**config.mk**
```make
export PLATFORM = sky130hd
export DESIGN_NAME = pico_ctrl_seq
export DESIGN_NICKNAME = d
export VERILOG_FILES = /design/src/rtl/pico_ctrl_seq_pkg.sv /design/src/rtl/pico_ctrl_seq_pc.sv /design/src/rtl/pico_ctrl_seq.sv
export SDC_FILE = /design/constraint.sdc
export NUM_CORES = 1
export LEC_CHECK = 0
export CORE_ASPECT_RATIO = 0.9
export CORE_MARGIN = 4
export CORE_UTILIZATION = 30
export CTS_CLUSTER_DIAMETER = 50
export DETAILED_ROUTE_END_ITERATION = 16
export SLEW_MARGIN = 20
export SYNTH_ARGS = -nofsm -noshare
export SYNTH_HDL_FRONTEND = slang
export SYNTH_SLANG_ARGS = --single-unit
```
**constraint.sdc**
```tcl
create_clock -name clk -period 4.01 [get_ports clk]
set_input_delay 1.0025 -clock clk [delete_from_list [all_inputs] [get_ports clk]]
set_output_delay 1.0025 -clock clk [all_outputs]
set_load 0.005 [all_outputs]
```
**src/rtl/pico_ctrl_seq_pkg.sv**
```systemverilog
// Shared definitions for the pico control sequencer: opcodes, FSM states, ALU function codes
// and instruction field positions for the default 15-bit instruction format.
package pico_ctrl_seq_pkg;

  localparam int N   = 8;
  localparam int AW  = 2;
  localparam int PCW = 5;
  localparam int OPW = 3;
  localparam int IW  = OPW + 2 * AW + N;

  localparam int OP_MSB  = IW - 1;
  localparam int OP_LSB  = IW - OPW;
  localparam int RD_MSB  = OP_LSB - 1;
  localparam int RD_LSB  = OP_LSB - AW;
  localparam int RS_MSB  = RD_LSB - 1;
  localparam int RS_LSB  = RD_LSB - AW;
  localparam int IMM_MSB = N - 1;
  localparam int IMM_LSB = 0;

  typedef enum logic [2:0] {
    OP_NOP  = 3'd0,
    OP_ADD  = 3'd1,
    OP_ADDI = 3'd2,
    OP_MULI = 3'd3,
    OP_LDSW = 3'd4,
    OP_JMP  = 3'd5,
    OP_BEQ  = 3'd6,
    OP_HLT  = 3'd7
  } opcode_t;

  typedef enum logic [2:0] {
    S_FETCH,
    S_EXEC,
    S_WB,
    S_WAIT_HI,
    S_WAIT_LO,
    S_HALT
  } state_t;

  localparam logic [1:0] ALU_PASS_B = 2'b00;
  localparam logic [1:0] ALU_ADD    = 2'b01;
  localparam logic [1:0] ALU_MULHI  = 2'b10;
  localparam logic [1:0] ALU_SUB    = 2'b11;

  function automatic logic [IW-1:0] make_instr(input opcode_t op, input logic [AW-1:0] rd,
                                               input logic [AW-1:0] rs, input logic [N-1:0] imm);
    return {op, rd, rs, imm};
  endfunction

endpackage

```
**src/rtl/pico_ctrl_seq_pc.sv**
```systemverilog
// Program counter: synchronous reset, load of a jump target takes priority over increment.
module pico_ctrl_seq_pc #(
  parameter int PCW = 5
) (
  input  logic           clk,
  input  logic           reset,
  input  logic           inc_i,
  input  logic           load_i,
  input  logic [PCW-1:0] target_i,
  output logic [PCW-1:0] pc_o
);

  logic [PCW-1:0] pc_q;
  logic [PCW-1:0] pc_d;

  always_comb begin
    pc_d = pc_q;
    if (load_i)     pc_d = target_i;
    else if (inc_i) pc_d = pc_q + 1'b1;
  end

  // NOTE: registers are written with <= so every flop samples pre-edge values.
  always_ff @(posedge clk) begin
    if (reset) pc_q <= '0;
    else       pc_q <= pc_d;
  end

  assign pc_o = pc_q;

endmodule

```
**src/rtl/pico_ctrl_seq.sv**
```systemverilog
// Multi-cycle control sequencer: fetches one instruction per pc, decodes it and drives the
// register-file access port, ALU controls and the external switch-load handshake.
module pico_ctrl_seq
  import pico_ctrl_seq_pkg::*;
#(
  parameter int N   = 8,
  parameter int AW  = 2,
  parameter int PCW = 5,
  parameter int OPW = 3
) (
  input  logic                      clk,
  input  logic                      reset,
  input  logic [OPW+2*AW+N-1:0]     instr,
  input  logic                      sw_ready,
  input  logic                      alu_zero,
  output logic [PCW-1:0]            pc,
  output logic                      rf_write,
  output logic [AW-1:0]             rf_raddr1,
  output logic [AW-1:0]             rf_raddr2,
  output logic [N-1:0]              imm,
  output logic [1:0]                alu_func,
  output logic                      sel_imm,
  output logic                      sel_ext,
  output logic                      halted
);

  localparam int IW = OPW + 2 * AW + N;

  state_t          state_q, state_d;
  logic [IW-1:0]   ir_q, ir_d;
  opcode_t         op;
  logic            pc_inc, pc_load;

  assign op        = opcode_t'(ir_q[IW-1 -: OPW]);
  assign rf_raddr1 = ir_q[IW-OPW-1 -: AW];
  assign rf_raddr2 = ir_q[IW-OPW-AW-1 -: AW];
  assign imm       = ir_q[N-1:0];

  pico_ctrl_seq_pc #(.PCW(PCW)) u_pc (
    .clk      (clk),
    .reset    (reset),
    .inc_i    (pc_inc),
    .load_i   (pc_load),
    .target_i (ir_q[PCW-1:0]),
    .pc_o     (pc)
  );

  always_ff @(posedge clk) begin
    if (reset) begin
      state_q <= S_FETCH;
      ir_q    <= '0;
    end else begin
      state_q <= state_d;
      ir_q    <= ir_d;
    end
  end

  always_comb begin
    // NOTE: every combinational output is defaulted first so no path can infer a latch.
    state_d = state_q;
    ir_d    = ir_q;
    pc_inc  = 1'b0;
    pc_load = 1'b0;
    unique case (state_q)
      S_FETCH: begin
        ir_d    = instr;
        state_d = S_EXEC;
      end
      S_EXEC: begin
        unique case (op)
          OP_NOP:                  begin pc_inc = 1'b1; state_d = S_FETCH; end
          OP_ADD, OP_ADDI, OP_MULI: state_d = S_WB;
          OP_LDSW:                 state_d = S_WAIT_HI;
          OP_JMP:                  begin pc_load = 1'b1; state_d = S_FETCH; end
          OP_BEQ: begin
            pc_load = alu_zero;
            pc_inc  = ~alu_zero;
            state_d = S_FETCH;
          end
          OP_HLT:                  state_d = S_HALT;
          default:                 state_d = S_FETCH;
        endcase
      end
      S_WB: begin
        pc_inc  = 1'b1;
        state_d = (op == OP_LDSW) ? S_WAIT_LO : S_FETCH;
      end
      S_WAIT_HI: if (sw_ready)  state_d = S_WB;
      S_WAIT_LO: if (!sw_ready) state_d = S_FETCH;
      S_HALT:    state_d = S_HALT;
      default:   state_d = S_FETCH;
    endcase
  end

  always_comb begin
    rf_write = 1'b0;
    alu_func = ALU_PASS_B;
    sel_imm  = 1'b0;
    sel_ext  = 1'b0;
    halted   = 1'b0;
    unique case (state_q)
      S_EXEC, S_WB: begin
        unique case (op)
          OP_ADD:  alu_func = ALU_ADD;
          OP_ADDI: begin alu_func = ALU_ADD;   sel_imm = 1'b1; end
          OP_MULI: begin alu_func = ALU_MULHI; sel_imm = 1'b1; end
          default: alu_func = ALU_PASS_B;
        endcase
        if (state_q == S_WB) begin
          rf_write = 1'b1;
          sel_ext  = (op == OP_LDSW);
        end
      end
      S_WAIT_HI, S_WAIT_LO: sel_ext = 1'b1;
      S_HALT:               halted  = 1'b1;
      default:              ;
    endcase
  end

endmodule

```
==> results of run 1 <==
-- Yosys cell counts, types with 2 or more instances --
master	number
nand4_1	2
nor2_1	11
buf_4	13
clkbuf_1	7
o31ai_1	3
or4_1	3
nand2_1	35
nor2b_1	3
nor3_1	4
o2111ai_1	2
a311oi_1	2
inv_1	2
and3b_1	2
buf_6	2
nor4_1	2
xnor2_1	2
a21oi_1	21
and2_1	2
dfxtp_1	23
-- registers in the layout, indices dropped and copies added (netlist names) --
signal	flops
ir_q	15
state_q	3
u_pc.pc_o	5
-- final cells by class --
cell class	instances	share of cell area [%]
Multi-Input combinational cell	116	40.18
Inverter	2	0.4532
Timing Repair Buffer	42	25.23
Tap cell	48	3.625
Clock buffer	4	2.719
Sequential cell	23	27.79
-- worst min-delay path by stage --
stage / startpoint / endpoint / depth (start not counted) / slack, ns
3_3_place_gp: ir_q[10]$_SDFFE_PP0P_ / ir_q[10]$_SDFFE_PP0P_ / 2 / 0.44
5_1_grt: ir_q[6]$_SDFFE_PP0P_ / ir_q[6]$_SDFFE_PP0P_ / 2 / 0.48
6_report: ir_q[5]$_SDFFE_PP0P_ / ir_q[5]$_SDFFE_PP0P_ / 2 / 0.46
4_1_cts: ir_q[5]$_SDFFE_PP0P_ / ir_q[5]$_SDFFE_PP0P_ / 2 / 0.46
3_5_place_dp: ir_q[5]$_SDFFE_PP0P_ / ir_q[5]$_SDFFE_PP0P_ / 2 / 0.45
2_1_floorplan: ir_q[10]$_SDFFE_PP0P_ / ir_q[10]$_SDFFE_PP0P_ / 2 / 0.44
-- report_power, final --
group          switching, W  internal, W  total, W
clock network     0.0000708    0.0000707  0.000142
logic             0.0000843     0.000100  0.000185
registers         0.0000326     0.000253  0.000285
total              0.000188     0.000424  0.000612
-- tightest hold or removal path, stage by stage, from the launching register on --
cell and delay [ns]:
dfxtp_1 0.31, nand2_1 0.05, a21oi_1 0.05
-- routing by layer --
| metal | global-route usage (%) | vias up | routed length (um) |
|---|---|---|---|
| li1 | - | 606 | - |
| met1 | 14.98 | 518 | 1469 |
| met2 | 16.92 | 33 | 1241 |
| met3 | 5.799 | 2 | 290 |
| met4 | 1.408 | 0 | 13 |
| met5 | 0 | - | 0 |
-- logic make-up (layout without fill, tap and decap cells) --
| group | Yosys count | after routing | share of synthesized area [%] |
|---|---|---|---|
| muxes | 1 | 1 | 0.7820 |
| adders and majority gates | 1 | 1 | 0.9774 |
| DFF | 23 | 23 | 35.97 |
| and+or+nand+nor | 72 | 72 | 27.66 |
| AOI/OAI and AO/OA | 39 | 39 | 20.53 |
| xor gates and xnor gates | 3 | 3 | 2.053 |
| buffers and inverters | 24 | 48 | 12.02 |
-- metrics by stage --
step	hold slack [ns]	setup WS [ns]	power [W]	utilization, %
finish	0.4565	1.094	0.0006115	40.39
global route	0.4803	0.9442	0.0006582	40.39
CTS	0.4580	1.068	0.0006224	40.39
detailed placement	0.4481	1.366	0.0004767	39.29
global placement	0.4418	1.378	0.0004761	39.29
floorplan	0.4367	1.962	0.0004119	-
==> run summary, run 1 <==
Root buffer cell -> clkbuf_8
Leakage -> 0.5949 nW
# hold bufs at CTS -> 0
Worst slew pin tran -> 0.9189 ns
WP buf/inv -> 1
Final std cells w/o fill -> 235
TritonCTS clock tree -> yes
Worst-case clock buffer depth -> 2
Initial antenna violation count -> 0
Final slew viol count -> 0
R2r worst-path depth -> 4
Final setup viols -> 0
Top cells by area, synth -> dfxtp_1, nand2_1, a21oi_1
Placed insts -> 231
Final Hold Fails -> 0
Clk sink count -> 23
RSZ-0062 raised after global routing -> false
Synth warn -> 0
Chip width -> 76.85 um
Worst-path cell chain -> and2b_2, nor2_1, nor3_1, and3_1, clkdlybuf4s50_1
Yosys top cell by area -> dfxtp_1
Status -> completed
Synthesized cell area -> 0.001280 mm^2
First-pass GRT wire length -> 5.071 mm
Async set or reset register ratio after synthesis -> 0%
Most frequent cells in the layout -> clkdlybuf4s50_1, nand2_1, dfxtp_1
DRC -> 0
WL/cell -> 12.83 um
Detail Route Antenna Nets -> 0
Final Critical Period -> 2.916 ns
Worst Path Arrival -> 1.91 ns
Top delay family on crit path -> simple AND/OR/NAND/NOR gates
Ports -> 42
Most common cell after layout, fill and taps aside -> clkdlybuf4s50_1
Vias -> 1159
Multi-input gate area -> 665.6 um^2
Max FO, Critical Path -> 10
Max stage delay on crit path -> 0.53 ns
Drt total wl -> 3.015 mm
DR iter-0 viols -> 29
Placed Area -> 0.001612 mm^2
Avg Synthesized Cell Area -> 7.853 um^2
Largest net degree at the start of global routing -> 25
N_diodes -> 0
Worst R2R Start -> ir_q[14]$_SDFFE_PP0P_
Crit path max-delay cell type -> dfxtp_1
Gp weighted congestion -> 0.7989
Pwr dens -> 369.1 mW/mm^2
Worst skew pair latency -> 0.26 ns
Die ar. -> 0.005377 mm^2
Core Box Area -> 0.004101 mm^2
Clock Skew -> 0.003667 ns
Post-route cell area -> 0.001657 mm^2
Share of cells above drive strength 1 -> 5.348%
Vias/cell -> 4.932
First-pass DRT Iterations -> 4
IO Port Bufs -> 41
Levels on crit path -> 5
Crit path from -> state_q[0]$_SDFFE_PP0P_
Post-CTS Setup Bufs -> 0
Nets -> 208
Area share of the largest cell type after synthesis -> 35.97%
EDFF count, synth -> 0
Worst setup path end -> alu_func[1]
Post-synthesis register bit count -> 23
Post-CTS sizing -> 0
Total Neg Setup Slack -> 0 ns
CP Class -> reg2out
Total gr overflow -> 0
Vias in the first global route -> 1094
Die Y -> 69.97 um
Starting Density -> 31.21%
Syn_nets -> 183
Register area share after synthesis -> 35.97%
Period utilization -> 72.72%
Post-synthesis cell type count -> 41
Flop-to-flop setup slack -> 2.20 ns
Area growth syn-to-layout -> 29.42%
H-Tree Depth -> 1
DP Wirelength -> 2.169 mm
Peak supply drop -> 0.2011 mV
Filler instances -> 443
Critical R2R Capture -> u_pc.pc_o[3]$_SDFFE_PP0P_
Crit path launch type -> register
Max-cap violation count -> 0
Crit path required time -> 3.01 ns
Gr usage total -> 11.36%
Worst min-delay path category -> reg2reg
Reg clk slew, reported paths -> 0.08 ns
Fmax -> 0.3429 GHz
Dominant synthesized flop cell -> dfxtp_1
Register area -> 460.4 um^2
Syn Inst Count -> 163
Crit end category -> primary output
Clock buffer count from CTS -> 3
Row cnt -> 22
Worst slew margin -> 38.55%
Power figures use the tool's default switching activity.
==> run 2: changes to the inputs <==
clock period = 2.7 ns   (was 4.01 ns; I/O delays follow)
==> run 2 against run 1 <==
Routed wire length up 6.9%. Clock skew up 0.0048 ns. Non-clock buffer count up 5. Hold slack worse by 0.0013 ns. Critical endpoint unchanged. Combinational power up 56%. Final area up 2.5%. Largest cell class unchanged. Flip-flop and latch count unchanged. Sequential share of layout area down 0.53 points. Sequential power up 47%. Core utilization up 1.0 points.
==> run summary, run 2 (synthesis gave the netlist of run 1 again) <==
Area growth syn-to-layout -> 32.65%
Clock Skew -> 0.008474 ns
Top delay family on crit path -> simple AND/OR/NAND/NOR gates
Ports -> 42
First-pass GRT wire length -> 5.375 mm
Detail Route Antenna Nets -> 0
Worst slew margin -> 62.86%
Final Hold Fails -> 0
Worst skew pair latency -> 0.26 ns
Fmax -> 0.4007 GHz
Share of cells above drive strength 1 -> 9.375%
Worst Path Arrival -> 1.82 ns
Final setup viols -> 0
First-pass DRT Iterations -> 4
CP Class -> reg2out
Final std cells w/o fill -> 240
Pwr dens -> 542.1 mW/mm^2
Die ar. -> 0.005377 mm^2
Crit path max-delay cell type -> clkdlybuf4s50_1
Gr usage total -> 11.86%
Worst-path cell chain -> nor2b_2, nor2_1, nor3_1, and3_1, clkdlybuf4s50_1
Starting Density -> 31.21%
Fin Hold WS -> 0.4552 ns
Leakage -> 0.6237 nW
Clock buffer count from CTS -> 3
Max-cap violation count -> 0
Placed Area -> 0.001649 mm^2
Gp weighted congestion -> 0.8141
WL/cell -> 13.43 um
Crit end category -> primary output
Post-CTS Setup Bufs -> 0
Most common cell after layout, fill and taps aside -> clkdlybuf4s50_1
Total gr overflow -> 0
Vias -> 1224
Chip width -> 76.85 um
Largest register FFs -> 15
Multi-input gate area -> 665.6 um^2
Final slew viol count -> 0
Crit path launch type -> register
Max stage delay on crit path -> 0.50 ns
Most frequent cells in the layout -> clkdlybuf4s50_1, nand2_1, a21oi_1, dfxtp_1, nor2_1
Initial antenna violation count -> 0
Largest net degree at the start of global routing -> 16
RSZ-0062 raised after global routing -> false
Nets -> 213
H-Tree Depth -> 1
WP buf/inv -> 1
Filler instances -> 434
Worst slew pin tran -> 0.5553 ns
Crit path required time -> 2.03 ns
TritonCTS clock tree -> yes
Core Box Area -> 0.004101 mm^2
Register area -> 462.9 um^2
Largest Register -> ir_q
Period utilization -> 92.43%
Peak supply drop -> 0.2712 mV
Die Y -> 69.97 um
DP Wirelength -> 2.319 mm
Max FO, Critical Path -> 10
Post-route cell area -> 0.001698 mm^2
Vias in the first global route -> 1124
Row cnt -> 22
N_diodes -> 0
Total Neg Setup Slack -> 0 ns
DRC -> 0
Clk sink count -> 23
Worst min-delay path category -> reg2reg
DR iter-0 viols -> 51
Status -> completed
IO Port Bufs -> 41
Final Critical Period -> 2.496 ns
Drt total wl -> 3.224 mm
Vias/cell -> 5.100
Reg clk slew, reported paths -> 0.09 ns
Root buffer cell -> clkbuf_8
Worst-case clock buffer depth -> 2
Placed insts -> 236
==> run 2: final timing paths <==
| kind | start | to | slack (ns) | cells after the start |
|---|---|---|---|---|
| setup / recovery | state_q[1]$_SDFFE_PP0P_ | alu_func[1] | 0.20 | 5 |
| hold / removal | ir_q[6]$_SDFFE_PP0P_ | ir_q[6]$_SDFFE_PP0P_ | 0.46 | 2 |
| setup reg to reg | ir_q[14]$_SDFFE_PP0P_ | u_pc.pc_o[3]$_SDFFE_PP0P_ | 0.95 | 5 |
| hold reg to reg | ir_q[6]$_SDFFE_PP0P_ | ir_q[6]$_SDFFE_PP0P_ | 0.46 | 2 |
==> run 2: tightest hold or removal path, stage by stage, from the launching register on <==
cell     delay, ns
dfxtp_1       0.32
nand2_1       0.05
a21oi_1       0.05
==> run 2: timing repair <==
item	4_1_cts	5_1_grt
endpoints found under the setup margin	0	2
hold buffers	0	0
gates resized for setup	0	2
==> run 2: layer usage <==
layer / global-route usage [%] / up-vias / routed length (um)
met5: 0 / - / 0
li1: - / 615 / -
met3: 3.995 / 2 / 246
met2: 18.96 / 47 / 1399
met1: 15.95 / 560 / 1570
met4: 1.207 / 0 / 8
==> run 2: power by group <==
group / switching (W) / internal (W) / total, W / leakage, nW
combinational: 0.000134 / 0.000155 / 0.000289 / 0.408
clock: 0.000110 / 0.000103 / 0.000213 / 0.0255
sequential: 0.0000420 / 0.000376 / 0.000418 / 0.190
==> run 2: metrics by stage <==
step	setup slack [ns]	utilization (%)	power, W
after floorplan	0.9794	-	0.0006118
after global placement	0.4131	40.21	0.0007139
after detailed placement	0.3673	40.21	0.0007147
after CTS	0.05955	41.34	0.0009393
after global routing	0.06838	41.40	0.0009865
final	0.2044	41.40	0.0009204
==> run 2: area by class of cell <==
type                    instances  share of cell area (%)
clock buffers                   3                   2.432
clock inverters                 1                  0.2948
inverters                       2                  0.4422
multi-input cells             116                   39.20
flip-flops and latches         23                   27.27
well taps                      48                   3.537
repair buffers                 47                   26.82
==> run 3: changes to the inputs <==
SKIP_CTS_REPAIR_TIMING = 1   (was unset)
==> results of run 3 <==
Final layout, timing and power as in run 2 (identical DEF).
